--- config.mk ---
export PLATFORM = sky130hd
export DESIGN_NAME = sar_level_finder
export DESIGN_NICKNAME = d
export VERILOG_FILES = /design/src/rtl/sar_level_finder.sv
export SDC_FILE = /design/constraint.sdc
export NUM_CORES = 1
export LEC_CHECK = 0
export CAP_MARGIN = 20
export CELL_PAD_IN_SITES_DETAIL_PLACEMENT = 0
export CELL_PAD_IN_SITES_GLOBAL_PLACEMENT = 1
export CORE_ASPECT_RATIO = 1.1
export CORE_UTILIZATION = 35
export DETAILED_ROUTE_END_ITERATION = 6
export PLACE_DENSITY = 0.77
export SLEW_MARGIN = 10
export SYNTH_ARGS = -nofsm -noshare
export SYNTH_HDL_FRONTEND = slang
export SYNTH_SLANG_ARGS = --single-unit
--- constraint.sdc ---
create_clock -name clock -period 7.7 [get_ports clock]
set_input_delay 2.31 -clock clock [delete_from_list [all_inputs] [get_ports clock]]
set_output_delay 2.31 -clock clock [all_outputs]
set_load 0.005 [all_outputs]
--- src/rtl/sar_level_finder.sv ---
// Successive-approximation search controller: drives trial values into a magnitude
// comparator and converges on the unknown level one bit per clock.
module sar_level_finder #(
    parameter int WIDTH      = 8,
    parameter bit EARLY_EXIT = 1'b1
) (
    input  logic             clock,
    input  logic             reset,
    input  logic             start,
    input  logic             cmpLess,
    input  logic             cmpEqual,
    input  logic             cmpGreater,
    output logic [WIDTH-1:0] probeValue,
    output logic             busy,
    output logic             done,
    output logic [WIDTH-1:0] result,
    output logic             exact,
    output logic             error
);

    localparam int BW = (WIDTH > 1) ? $clog2(WIDTH) : 1;
    localparam logic [BW-1:0]    TOP_BIT   = BW'(WIDTH - 1);
    localparam logic [WIDTH-1:0] TOP_PROBE = WIDTH'(1) << (WIDTH - 1);

    typedef enum logic [1:0] {
        S_IDLE,
        S_TRIAL,
        S_DONE
    } state_t;

    state_t           r_state;
    state_t           w_next_state;
    logic [WIDTH-1:0] r_acc;
    logic [WIDTH-1:0] r_probe;
    logic [WIDTH-1:0] r_result;
    logic [BW-1:0]    r_bit;
    logic             r_exact;
    logic             r_error;

    logic             w_onehot;
    logic             w_hit;
    logic             w_last;
    logic             w_finish;
    logic [WIDTH-1:0] w_acc_new;
    logic [WIDTH-1:0] w_next_probe;

    // A greater answer drops the trial bit; less or equal keeps it.
    assign w_onehot     = $onehot({cmpLess, cmpEqual, cmpGreater});
    assign w_hit        = cmpEqual && EARLY_EXIT;
    assign w_last       = (r_bit == '0);
    assign w_finish     = !w_onehot || w_hit || w_last;
    assign w_acc_new    = cmpGreater ? r_acc : r_probe;
    assign w_next_probe = w_acc_new | ((WIDTH'(1) << r_bit) >> 1);

    // NOTE: sequential state uses non-blocking (<=) so every register samples pre-edge values.
    always_ff @(posedge clock) begin
        if (reset) begin
            r_state <= S_IDLE;
        end else begin
            r_state <= w_next_state;
        end
    end

    // NOTE: default assignment first, so no path through the case infers a latch.
    always_comb begin
        w_next_state = r_state;
        case (r_state)
            S_IDLE:  if (start) w_next_state = S_TRIAL;
            S_TRIAL: if (w_finish) w_next_state = S_DONE;
            S_DONE:  w_next_state = S_IDLE;
            default: w_next_state = S_IDLE;
        endcase
    end

    always_comb begin
        busy = (r_state == S_TRIAL);
        done = (r_state == S_DONE);
    end

    always_ff @(posedge clock) begin
        if (reset) begin
            r_acc    <= '0;
            r_probe  <= '0;
            r_result <= '0;
            r_bit    <= TOP_BIT;
            r_exact  <= 1'b0;
            r_error  <= 1'b0;
        end else begin
            case (r_state)
                S_IDLE: begin
                    if (start) begin
                        r_acc   <= '0;
                        r_bit   <= TOP_BIT;
                        r_probe <= TOP_PROBE;
                        r_exact <= 1'b0;
                        r_error <= 1'b0;
                    end
                end
                S_TRIAL: begin
                    if (!w_onehot) begin
                        r_result <= '0;
                        r_exact  <= 1'b0;
                        r_error  <= 1'b1;
                    end else if (w_hit) begin
                        r_result <= r_probe;
                        r_exact  <= 1'b1;
                    end else begin
                        if (cmpEqual) r_exact <= 1'b1;
                        if (w_last) begin
                            r_result <= w_acc_new;
                        end else begin
                            r_acc   <= w_acc_new;
                            r_probe <= w_next_probe;
                            r_bit   <= r_bit - 1'b1;
                        end
                    end
                end
                default: ;
            endcase
        end
    end

    assign probeValue = r_probe;
    assign result     = r_result;
    assign exact      = r_exact;
    assign error      = r_error;

endmodule
Word level (Yosys, flattened, before mapping) --
Cells that the tools add are included.
Storage, ports and cells: bits in registers 31, bits of input ports 6
Operators by class: add/subtract/negate cells 3, eq/ne operators 11, shift-type cells 1, muxes and demuxes 28, bitwise logic cells 1, reduce and logical (&&, ||, !) cells 11
Operators with widths (count):
- 8-bit two-way mux | 12
- 8-bit case mux with 2 select lines | 2
- 3-bit two-way mux | 4
- 2-bit inequality test, second input constant | 4
- 8-bit by 7-bit OR with 8-bit output | 1
- 1-bit by 3-bit left shift with 8-bit output, first input constant | 1
- 3-bit case mux with 2 select lines | 1
- 3-bit AND reduction | 2
- 5-bit AND reduction | 1
- 2-bit by 1-bit == test with 1-bit output, second input constant | 2
- 1-bit two-way mux | 4
- 2-bit two-way mux | 2
- 2-bit by 1-bit inequality test with 1-bit output, second input constant | 2
- 1-bit case mux with 2 select lines | 2
- 2-bit case mux with 2 select lines | 1
- 2-bit AND reduction | 2
- 3-bit zero test | 1
- 3-bit by 2-bit inequality test with 1-bit output, second input constant | 1
- 3-bit inequality test, second input constant | 1
- 3-bit by 1-bit subtractor with 3-bit output, second input constant | 1
- 1-bit by 1-bit adder with 2-bit output | 1
- 2-bit by 1-bit adder with 2-bit output | 1
- 2-bit == test, second input constant | 1
- 2-bit zero test | 1
- other kinds (3) | 4

Longest topological paths before layout --
depth in word-level cells 8, gate-level depth with buffers 7, mapped depth without buffers 6

Least setup slack after synthesis --
No wires, ideal clock.
kind input to register, start point input port cmpLess, end point register r_result[7], in the netlist result[7], data arrival time 3914 ps, required time 7584 ps, path slack 3670 ps, stages on the path 6, buffers on the path 1, path through fa_1 or3b_4 o21ai_4 buf_2 nor3_1 a31o_2
Between the ends: word-level cells in the longest chain between the ends 4
RTL lines:
- start: declaration | RTL line 10 | input logic cmpLess,
- 2-bit by 1-bit adder with 2-bit output (implied by the code) (*) | RTL line 48 | assign w_onehot = $onehot({cmpLess, cmpEqual, cmpGreater});
- 2-bit by 1-bit == test with 1-bit output (*) | RTL line 48
- 3-bit by 2-bit inequality test with 1-bit output (no line)
- 2-bit AND reduction (no line)
- end signal: assignment | RTL line 105 | r_result <= r_probe;
- end signal: assignment | RTL line 110 | r_result <= w_acc_new;
- end: declaration | RTL line 35 | logic [WIDTH-1:0] r_result;
Mark *: on every way between the ends. The rest lies on a longest branch, timed or not. A chain may end at the register's enable or synchronous reset.

Final worst setup path --
start point input port cmpGreater, end point register r_acc[5]
Between the ends: word-level cells in the longest chain between the ends 5
RTL lines:
- start: declaration | RTL line 12 | input logic cmpGreater,
- 1-bit by 1-bit adder with 2-bit output (implied by the code) or 8-bit two-way mux (tied branches) | RTL line 48, 52
- 2-bit by 1-bit adder with 2-bit output (implied by the code) or 8-bit two-way mux (tied branches) | RTL line 48, 109
- 2-bit by 1-bit == test with 1-bit output or 8-bit two-way mux (tied branches) | RTL line 48, 104
- 2-bit by 1-bit inequality test with 1-bit output (no line) or 8-bit two-way mux (tied branches)
- 5-bit AND reduction (no line) or 8-bit case mux with 2 select lines (tied branches)
- end signal: assignment | RTL line 112 | r_acc <= w_acc_new;
- end: declaration | RTL line 33 | logic [WIDTH-1:0] r_acc;
Several ways; a longest one is shown, not always the timed one. The select of a mux whose other input is x is not followed.

==> flow_summary.yaml <==
min_path:
  hold_start: "result[5]"
  hold_end: "result[5]"
  hold_path_class: "reg -> reg"
  hold-path-cell-count: 1
setup_path:
  crit_path_end_kind: "flip-flop"
  crit_fanout: 13
  r2r-start: "r_bit[0]"
  r2r_slack_ps: 5530
  cp-start-kind: "primary input"
  crit_arrival_ps: 5150
  r2r-end: "r_acc[5]"
  reg2reg_depth: 6
  cp_data_required_time_ps: 7870
  worstSetupPathType: "in -> reg"
cts:
  cts_buffers: 5
  clock-sinks: 31
  cts_resized: 0
  ctsHoldBuffers: 0
  clk_latency_ps: 280
  cts_buffer_depth: 2
  cts_root_buf: "clkbuf_8"
  clk_pin_slew_ps: 60
  cts_tree: "done"
  cts_setup_buffers: 0
  htreeDepth: 2
drt:
  via_per_inst: 5.237
  detail-route-antenna-nets: 0
  drcViolationCount: 0
  routed-via-count: 1215
  first_iter_violations: 50
  drt-total-wl_mm: 3.444
  dr.pass1.iters: 4
  routedWlPerCell_microns: 14.84
global_route:
  grt_max_degree: 17
  antenna_found_initial: 0
  grt-ovfl-total: 0
  grt_pass1_wl_mm: 5.754
  grt_use_total: 0.1662
  grt_pass1_vias: 1206
timing:
  slew_headroom: 0.6001
  post-route-min-period_ps: 4975
  rsz0062_at_grt: "no"
  setup_viol: 0
  hold_violations: 0
  worstMarginPinSlew_ps: 598.0
  clock.fmax_ghz: 0.2010
  tns_ps: 0
  clock_skew_ps: 3.082
  slew_violations: 0
  finalCritPeriodShare: 0.6461
yosys:
  netlist_area_sq_um: 1509
  synth_edf_count: 0
  yosysTopAreaCellShare: 0.4113
  synthCells: 156
  synth.net_count: 168
  ys.flop_type: "dfxtp_1"
  ys_types: 33
  ys_async_sr_fraction: 0
  synth_area_per_cell_sq_um: 9.673
  yosys-top-cells-area: "dfxtp_1 (41%), mux2i_1 (8.6%), a22o_1 (4.6%)"
  yosysSeqAreaShare: 0.4113
  netlist_top_cells_count: "dfxtp_1 (31), a21oi_1 (13), mux2i_1 (13), nor3_1 (11), nand2_1 (10)"
  yosysTopAreaCell: "dfxtp_1"
  ys_ff_latch: 31
  ys_warn_count: 0
  yosys.cell_count.top_type: "dfxtp_1"
finish:
  fin_cells: 232
  final_nets: 191
  num_antenna_cells: 0
  syn_to_final_growth_pct: 25.87
  drive_gt1_frac: 0.1222
placed_design:
  globalplace.congestion: 0.7783
  dp_cells: 224
  dp_hpwl_mm: 2.552
  io_buffer_count: 25
flow_run:
  maxCapViolCount: 0
pwr:
  switching_share: 0.2393
  peakVddDrop_mv: 0.1006
  p_int_mw: 0.2944
  clkPwrFrac: 0.426
  power.density_nw_per_um2: 203.8
  p_comb_frac: 0.126
  p_leak_nw: 0.7731
  seqPwrFrac: 0.448
  p_switching_mw: 0.09263
floorplan:
  die_width_microns: 64.61
  fp.dieH_microns: 70.87
  coreArea_sq_um: 4054
  rows: 24
  initial_core_util: 0.3722
  ios: 26
  die-area_sq_um: 4578
run_status:
  status: "finished, final reports clean"
[logic make-up after synthesis]
group | after synthesis | share of synthesized area
buffers and inverters | 16 | 0.04561
DFF | 31 | 0.4113
and+or+nand+nor | 44 | 0.1576
muxes | 13 | 0.08623
adders and majority gates | 6 | 0.05473
AOI/OAI and AO/OA | 46 | 0.2446
[sequential cells by signal, indices dropped and copies added (netlist names)]
register and count:
r_bit 3, r_acc 8, error 1, r_state 2, probeValue 8, result 8, exact 1
[how the worst max path moves through the flow]
stage / from / slack [ps] / cells past startpoint / to
global placement: cmpGreater / 2510 / 6 / probeValue[4]
global route: cmpGreater / 2600 / 6 / r_acc[5]
CTS: cmpGreater / 2730 / 6 / r_acc[5]
detailed placement: cmpGreater / 2430 / 6 / r_acc[5]
floorplan: cmpLess / 3670 / 6 / result[7]
finish: cmpGreater / 2730 / 6 / r_acc[5]
[layout make-up]
type	count	area [sq um]
tap	52	65.06
clock inverter	2	35.03
timing repair buffer	25	250.2
multi-input combinational	109	819.5
sequential	31	620.6
clock buffer	6	82.58
fill	408	2155
inverter	7	26.28
[through the flow]
| step | cell area [sq um] | total power [mW] | hold WS [ps] | setup WS, ps | utilization |
|---|---|---|---|---|---|
| 6_report | 1899 | 0.3871 | 485.5 | 2725 | 0.4685 |
| 5_1_grt | 1899 | 0.4058 | 511.2 | 2600 | 0.4685 |
| 4_1_cts | 1899 | 0.3917 | 486.5 | 2729 | 0.4685 |
| 3_5_place_dp | 1782 | 0.2260 | 471.5 | 2429 | 0.4395 |
| 3_3_place_gp | 1782 | 0.2251 | 470.0 | 2509 | 0.4395 |
| 2_1_floorplan | 1509 | 0.2054 | 471.7 | 3670 | - |
[worst max-delay path, cell delays in order]
cell             delay (ps)
clkdlybuf4s50_1         710
fa_1                    650
or3b_4                  430
o32ai_4                 490
o22ai_2                 250
a22o_1                  300
[power groups by stage]
| stage | Sequential (mW) | Clock [mW] | Combinational, mW |
|---|---|---|---|
| floorplan | 0.175 | 0 | 0.0301 |
| global placement | 0.177 | 0 | 0.0481 |
| detailed placement | 0.177 | 0 | 0.0489 |
| CTS | 0.173 | 0.169 | 0.0493 |
| global route | 0.174 | 0.178 | 0.0530 |
| finish | 0.174 | 0.165 | 0.0487 |
[cell usage in the layout (no fill, tap or decap)]
cell,synthesis,layout
dfxtp_1,31,31
clkdlybuf4s50_1,0,25
a21oi_1,13,13
mux2i_1,13,13
nor3_1,11,11
nand2_1,10,10
a22o_1,8,8
a31o_2,8,8
inv_1,7,7
nor2_1,7,7
o22a_1,7,7
clkbuf_8,0,6
nor2b_1,5,5
ha_1,5,5
nand2b_1,4,4
o21ai_0,3,3
and2b_1,1,1
or3b_4,1,1
o32ai_4,1,1
o22ai_2,1,1
or2_4,1,1
nor3_4,1,1
a41oi_1,1,1
and2_1,1,1
o21ai_4,1,1
o31ai_1,1,1
nor4_1,1,1
and3_1,1,1
a22oi_1,1,1
a211oi_1,1,1
fa_1,1,1
clkinv_2,0,1
bufinv_16,0,1
[metal layers]
metal | track usage | routed length (microns)
met2 | 0.2713 | 1639
met3 | 0.05968 | 157
met1 | 0.1990 | 1593
met5 | 0 | 0
met4 | 0.06173 | 54
(Power assumes the default switching activity.)
